[config.mk]
export PLATFORM = sky130hd
export DESIGN_NAME = fifo_wr_ptr_ctrl
export DESIGN_NICKNAME = d
export VERILOG_FILES = /design/src/rtl/fifo_wr_ptr_ctrl.sv
export SDC_FILE = /design/constraint.sdc
export NUM_CORES = 1
export LEC_CHECK = 0
export BUFFER_PORTS_ARGS = -buffer_cell sky130_fd_sc_hd__buf_4
export CAP_MARGIN = 25
export CORE_ASPECT_RATIO = 1.1
export CORE_MARGIN = 5
export CORE_UTILIZATION = 50
export CTS_CLUSTER_DIAMETER = 150
export DETAILED_ROUTE_END_ITERATION = 10
export HOLD_SLACK_MARGIN = 0.05
export PLACE_DENSITY = 0.87
export SLEW_MARGIN = 20
export SYNTH_ARGS = -nofsm -noshare
export SYNTH_HDL_FRONTEND = slang
export SYNTH_SLANG_ARGS = --single-unit
[constraint.sdc]
create_clock -name wr_clk -period 5.4 [get_ports wr_clk]
set_input_delay 1.08 -clock wr_clk [delete_from_list [all_inputs] [get_ports wr_clk]]
set_output_delay 1.08 -clock wr_clk [all_outputs]
set_load 0.05 [all_outputs]
[src/rtl/fifo_wr_ptr_ctrl.sv]
// Write-domain pointer/flag controller for an asynchronous FIFO: binary and Gray
// write pointers, full / almost-full / fill level against the synchronized read pointer.
module fifo_wr_ptr_ctrl #(
    parameter int WIDTH_D = 5,
    parameter int AF_TH   = 28
) (
    input  logic               wr_clk,
    input  logic               wr_rst,
    input  logic               wr_en,
    input  logic               wr_ovf_clr,
    input  logic [WIDTH_D:0]   wr_rptr_syn,
    output logic               wr_inc,
    output logic [WIDTH_D-1:0] wr_addr,
    output logic [WIDTH_D:0]   wr_gray,
    output logic               wr_full,
    output logic               wr_almost_full,
    output logic [WIDTH_D:0]   wr_level,
    output logic               wr_overflow
);
    localparam int PW = WIDTH_D + 1;
    localparam logic [WIDTH_D:0] AF_TH_V = PW'(AF_TH);

    logic [WIDTH_D:0] bin_q, bin_d;
    logic [WIDTH_D:0] gray_q, gray_d;
    logic [WIDTH_D:0] level_q, level_d;
    logic             full_q, full_d;
    logic             af_q, af_d;
    logic             ovf_q, ovf_d;

    logic [WIDTH_D:0] rbin;
    logic [WIDTH_D:0] rptr_full;
    logic [WIDTH_D:0] diff;

    assign wr_inc = wr_en & ~full_q;

    // Gray-to-binary: bit i is the XOR of all Gray bits from i up to the MSB.
    always_comb begin
        rbin = '0;
        for (int i = 0; i < PW; i++) begin
            rbin[i] = ^(wr_rptr_syn >> i);
        end
    end

    // Full when our next pointer equals the read pointer one lap ahead (top two Gray bits inverted).
    assign rptr_full = {~wr_rptr_syn[WIDTH_D:WIDTH_D-1], wr_rptr_syn[WIDTH_D-2:0]};

    always_comb begin
        bin_d   = bin_q + {{WIDTH_D{1'b0}}, wr_inc};
        gray_d  = bin_d ^ (bin_d >> 1);
        diff    = bin_d - rbin;
        full_d  = (gray_d == rptr_full);
        level_d = diff;
        af_d    = (diff >= AF_TH_V);
        ovf_d   = ovf_q;
        if (wr_ovf_clr) ovf_d = 1'b0;
        if (wr_en && full_q) ovf_d = 1'b1;
    end

    always_ff @(posedge wr_clk) begin
        if (wr_rst) begin
            bin_q   <= '0;
            gray_q  <= '0;
            level_q <= '0;
            full_q  <= 1'b0;
            af_q    <= 1'b0;
            ovf_q   <= 1'b0;
        end else begin
            bin_q   <= bin_d;
            gray_q  <= gray_d;
            level_q <= level_d;
            full_q  <= full_d;
            af_q    <= af_d;
            ovf_q   <= ovf_d;
        end
    end

    assign wr_addr        = bin_q[WIDTH_D-1:0];
    assign wr_gray        = gray_q;
    assign wr_full        = full_q;
    assign wr_almost_full = af_q;
    assign wr_level       = level_q;
    assign wr_overflow    = ovf_q;
endmodule

==> results of run 1 <==
==> registers in the layout, indices dropped and copies added (netlist names) <==
name / count
bin_q: 6
wr_almost_full: 1
wr_full: 1
wr_gray: 5
wr_level: 6
wr_overflow: 1
==> through the flow <==
| stage | instances | setup slack [ps] | utilization, % |
|---|---|---|---|
| floorplan | 110 | 1175 | - |
| global placement | 165 | 1191 | 64.58 |
| detailed placement | 165 | 1012 | 64.58 |
| CTS | 169 | 1323 | 66.36 |
| global route | 169 | 1085 | 66.36 |
| finish | 169 | 1345 | 66.36 |
==> path summary, 6_finish.rpt <==
kind	to	cells past startpoint	slack (ps)
max reg2reg	wr_almost_full$_SDFF_PP0_	11	2410
min	wr_overflow$_SDFFE_PP0P_	2	480
max	wr_almost_full$_SDFF_PP0_	15	1350
min reg2reg	wr_overflow$_SDFFE_PP0P_	2	480
==> power by group <==
group / switching, mW / leakage (nW) / internal, mW / total, mW
Sequential: 0.00505 / 0.164 / 0.164 / 0.169
Clock: 0.0444 / 0.0210 / 0.0412 / 0.0856
Combinational: 0.116 / 0.408 / 0.0683 / 0.185
Total: 0.166 / 0.592 / 0.274 / 0.440
==> cell families after synthesis <==
family          count (synthesis)
fa+ha+maj                       7
simple gates                   37
xor+xnor                       25
mux                             1
flops                          20
compound gates                 14
buf+inv                         6
==> worst register-to-register path, cell delays in order, from the launching register on <==
cell and delay [ps]:
dfxtp_1 340, nor2b_1 160, ha_1 260, ha_1 330
xor2_2 320, ha_1 330, a21o_1 170, a21oi_1 160
xnor2_1 160, xnor2_1 100, or4_1 500, o21ai_0 80
==> cell type report <==
| cell class | instances | area (um^2) | share of cell area [%] |
|---|---|---|---|
| clock buffers | 4 | 36.28 | 2.678 |
| inverters | 3 | 11.26 | 0.8310 |
| multi-input cells | 84 | 646.9 | 47.74 |
| flip-flops and latches | 20 | 400.4 | 29.55 |
| well taps | 28 | 35.03 | 2.585 |
| repair buffers | 30 | 225.2 | 16.62 |
==> synthesized netlist by cell type (2+ instances only) <==
master | count | area share, %
a21oi_1 | 4 | 1.9
clkbuf_1 | 2 | 0.70
dfxtp_1 | 20 | 37
ha_1 | 6 | 7.0
inv_1 | 3 | 1.0
nand2_1 | 4 | 1.4
nand3_1 | 3 | 1.4
nor2_1 | 14 | 4.9
nor2b_1 | 7 | 4.1
o21ai_0 | 3 | 1.4
xnor2_1 | 17 | 14
xor2_1 | 6 | 4.9
==> routing by layer <==
layer | share of wire, % | global-route usage (%)
met5 | 0 | 0
met4 | 2.0 | 9.609
met3 | 6.0 | 1.772
met2 | 53 | 26.50
met1 | 39 | 16.30
==> impl_metrics.tcl, run 1 <==
set metrics [dict create \
    synth_fp_nets 127 \
    insertion_delay_ps 300 \
    crit_arrival_ps 4290 \
    fillers 167 \
    hold_start "wr_overflow$_SDFFE_PP0P_" \
    crit_path_end_kind "register" \
    fp.dieH_um 58.69 \
    ctsHtreeMaxLevel 1 \
    skew_ps 4.088 \
    ir_drop_mv 0.2835 \
    clockBufferDepth 2 \
    io_buffers 30 \
    final_max_slew_viol_count 0 \
    drc 0 \
    detail_route.first_pass.iterations 4 \
    startpoint "wr_rptr_syn[5]" \
    num_vias 828 \
    cts_resized 0 \
    num_rows 17 \
    chipWidth_um 54.26 \
    power.leakage_nw 0.5925 \
    grt_pass1_vias 814 \
    holdWs_ps 476.9 \
    grt_max_degree 22 \
    synth_adder_area_share_pct 8.827 \
    hold_buffers 0 \
    avgViaCountPerCell 4.899 \
    cts_root_buf "clkbuf_4" \
    cp_top_family "XOR/XNOR gates" \
    worst_pin_slew_ps 598.8 \
    cp_slowest_cell "or4_1" \
    routed_wl_um 2035 \
    yosysWarnings 0 \
    status "completed" \
    maxSlewHeadroom_pct 59.74 \
    synth-compound-area-share_pct 9.756 \
    ios 31 \
    crit_type "in2reg" \
    rsz0062_at_grt "false" \
    reg2reg_from "wr_full$_SDFF_PP0_" \
    async_reset_ff_share_pct 0 \
    p_per_area_nw_per_um2 324.5 \
    syn_inst 110 \
    final-hold-violation-count 0 \
    numCtsBuffers 3 \
    worstPathMaxFanout 5 \
    timing.final.crit_share_pct 75.09 \
    placed_cell_area_um2 1319 \
    final_cell_mix "buf_4 (30), dfxtp_1 (20), xnor2_1 (17)" \
    cts_tree "built" \
    synth-edff-count 0 \
    overflow 0 \
    nNetsFinal 159 \
    layout-drive-gt1-share_pct 30.50 \
    core_um2 2042 \
    final_area_um2 1355 \
    seq_area_frac_synth_pct 37.17 \
    yosys.area_share.simple_pct 17.65 \
    max_stage_delay_ps 500 \
    synth_top_family_by_area "XOR/XNOR gates" \
    required_ps 5630 \
    crit_chain "buf_4 -> xor2_1 -> xnor2_1 -> xor2_1 -> xor2_1 -> xnor2_1 -> ha_1 -> inv_1 -> fa_1 -> a21o_1 -> a21oi_1 -> xnor2_1 -> xnor2_1 -> or4_1 -> o21ai_0" \
    syn_area_per_cell_um2 9.793 \
    synth_flop_cell "dfxtp_1" \
    min_period_ps 4055 \
    start_util_pct 52.76 \
    cp_common_cell "xnor2_1" \
    cp_num_buf_inv 2 \
    synthXorXnorAreaFrac_pct 22.76 \
    max_clock_freq_mhz 246.6 \
    tns_ps 0 \
    area_growth_pct 25.78 \
    ys_types 33 \
    clock-sinks 20 \
    grt_use_total_pct 15.00 \
    ys_ff_latch 20 \
    routabilityCongestion 0.8088 \
    startpoint_type "input port" \
    layout_commonest_cell "buf_4" \
    maxCapViolations 0 \
    antenna_found_initial 0 \
    synth_area_um2 1077 \
    die-area_um2 3184 \
    antenna-diode-count 0 \
    hpwlAfterDp_um 1669 \
    final-setup-viol-count 0 \
    total_power_mw 0.4398 \
    drt.antenna.violating_nets 0 \
    wire_per_inst_um 12.04 \
    first_iter_violations 15 \
    post-cts-setup-buffers 0 \
    synthMuxAreaShare_pct 1.045 \
    holdCritPathClass "reg2reg" \
    clk_pin_slew_ps 110 \
    grt_pass1_wl_um 3470 \
]
Note: power is estimated with default switching activity, not from simulation.
==> inputs of run 2 (changes only) <==
- clock period: 5.4 -> 4.2 ns (I/O delays scaled with it)
==> impl_metrics.tcl, run 2 (synthesized netlist as in run 1, its figures left out) <==
set metrics [dict create \
    detail_route.first_pass.iterations 2 \
    avgViaCountPerCell 4.946 \
    wire_per_inst_um 12.39 \
    routabilityCongestion 0.8099 \
    holdWs_ps 473.9 \
    layout_commonest_cell "buf_4" \
    final_util_pct 65.69 \
    p_comb_share_pct 43.5 \
    post-place-ws_ps 95.69 \
    internal_power_mw 0.3322 \
    grt_max_degree 22 \
    min_period_ps 3831 \
    clock-sinks 20 \
    core_um2 2042 \
    p_sw_mw 0.2117 \
    num_rows 17 \
    layout-drive-gt1-share_pct 30.00 \
    insertion_delay_ps 300 \
    numCtsBuffers 3 \
    overflow 0 \
    nNetsFinal 159 \
    skew_ps 10.96 \
    worstPathMaxFanout 5 \
    start_util_pct 52.76 \
    cts_tree "built" \
    crit_type "in2reg" \
    worst_pin_slew_ps 563.3 \
    holdCritPathClass "reg2reg" \
    grt_pass1_vias 846 \
    drc 0 \
    post-cts-setup-buffers 0 \
    maxCapViolations 0 \
    grt_use_total_pct 15.05 \
    tns_ps 0 \
    crit_path_end_kind "register" \
    clockBufferDepth 2 \
    holdPathEnd "wr_overflow$_SDFFE_PP0P_" \
    startpoint_type "input port" \
    placed_cells 165 \
    power_frac_clock_pct 16.4 \
    final_cell_mix "buf_4 (30), dfxtp_1 (20), xnor2_1 (17)" \
    reg2reg_from "wr_full$_SDFF_PP0_" \
    antenna-diode-count 0 \
    grt_pass1_wl_um 3498 \
    antenna_found_initial 0 \
    chipWidth_um 54.26 \
    ios 31 \
    timing.final.crit_share_pct 91.22 \
    rsz0062_at_grt "false" \
    ctsHtreeMaxLevel 1 \
    hold_depth 2 \
    cts_root_buf "clkbuf_4" \
    ir_drop_mv 0.3039 \
    io_buffers 30 \
    max_clock_freq_mhz 261.0 \
    required_ps 4420 \
    setup_ws_ps 368.6 \
    p_per_area_nw_per_um2 405.5 \
    hpwlAfterDp_um 1653 \
    rrSetupSlack_ps 1200 \
    final-hold-violation-count 0 \
    status "completed" \
    power.leakage_nw 0.5853 \
    final-setup-viol-count 0 \
    first_iter_violations 8 \
    crit_arrival_ps 4060 \
    die-area_um2 3184 \
    fp.dieH_um 58.69 \
    drt.antenna.violating_nets 0 \
    rr_endpoint "wr_almost_full$_SDFF_PP0_" \
    netSwitchingFraction_pct 38.93 \
    hold_buffers 0 \
    clk_pin_slew_ps 100 \
    seqPwrFrac_pct 40.1 \
    routed_wl_um 2081 \
    maxSlewHeadroom_pct 62.13 \
    cts_resized 0 \
    final_max_slew_viol_count 0 \
    num_vias 831 \
    area_growth_pct 24.51 \
    rr_worst_depth 11 \
    final_cell_count_no_fill 168 \
    hold_start "wr_overflow$_SDFFE_PP0P_" \
]
[run 2: layout make-up]
cell class / instances / area [um^2]
Timing Repair Buffer: 30 / 225.2
Inverter: 3 / 11.26
Clock buffer: 3 / 22.52
Fill cell: 178 / 700.7
Sequential cell: 20 / 400.4
Tap cell: 28 / 35.03
Multi-Input combinational cell: 84 / 646.9
[run 2: per-layer routing]
layer  wire length, um  up-vias  GRT usage [%]
li1                  -      428              -
met1               855      378          15.81
met2              1085       20          27.18
met3                76        5          1.013
met4                63        0          10.68
met5                 0        -              0
[run 2: worst max path at each step]
stage	start	endpoint	slack (ps)	cells after the start
finish	wr_rptr_syn[5]	wr_almost_full$_SDFF_PP0_	370	15
global route	wr_rptr_syn[5]	wr_almost_full$_SDFF_PP0_	170	15
CTS	wr_rptr_syn[5]	wr_almost_full$_SDFF_PP0_	350	15
detailed placement	wr_rptr_syn[5]	wr_almost_full$_SDFF_PP0_	100	15
global placement	wr_rptr_syn[5]	wr_almost_full$_SDFF_PP0_	220	15
floorplan	wr_en	wr_almost_full$_SDFF_PP0_	210	11
[run 2: power groups by stage]
stage / Clock [mW] / Combinational, mW / Sequential [mW]
detailed placement: 0 / 0.237 / 0.223
global placement: 0 / 0.231 / 0.222
finish: 0.0893 / 0.237 / 0.218
CTS: 0.0913 / 0.239 / 0.218
global route: 0.101 / 0.255 / 0.220
floorplan: 0 / 0.0986 / 0.300
[run 2: per-stage QoR]
step / cell area (um^2) / power, mW
finish: 1341 / 0.5439
global route: 1341 / 0.5761
CTS: 1341 / 0.5488
detailed placement: 1319 / 0.4600
global placement: 1319 / 0.4537
floorplan: 1077 / 0.3984
[run 2: critical path, stage by stage]
cell and delay, ps:
buf_4 130, xor2_1 240, xnor2_1 220, xor2_1 280, xor2_1 340, xnor2_1 160
ha_1 180, inv_1 60, fa_1 400, a21o_1 190, a21oi_1 180, xnor2_1 150
xnor2_1 100, or4_1 490, o21ai_0 80
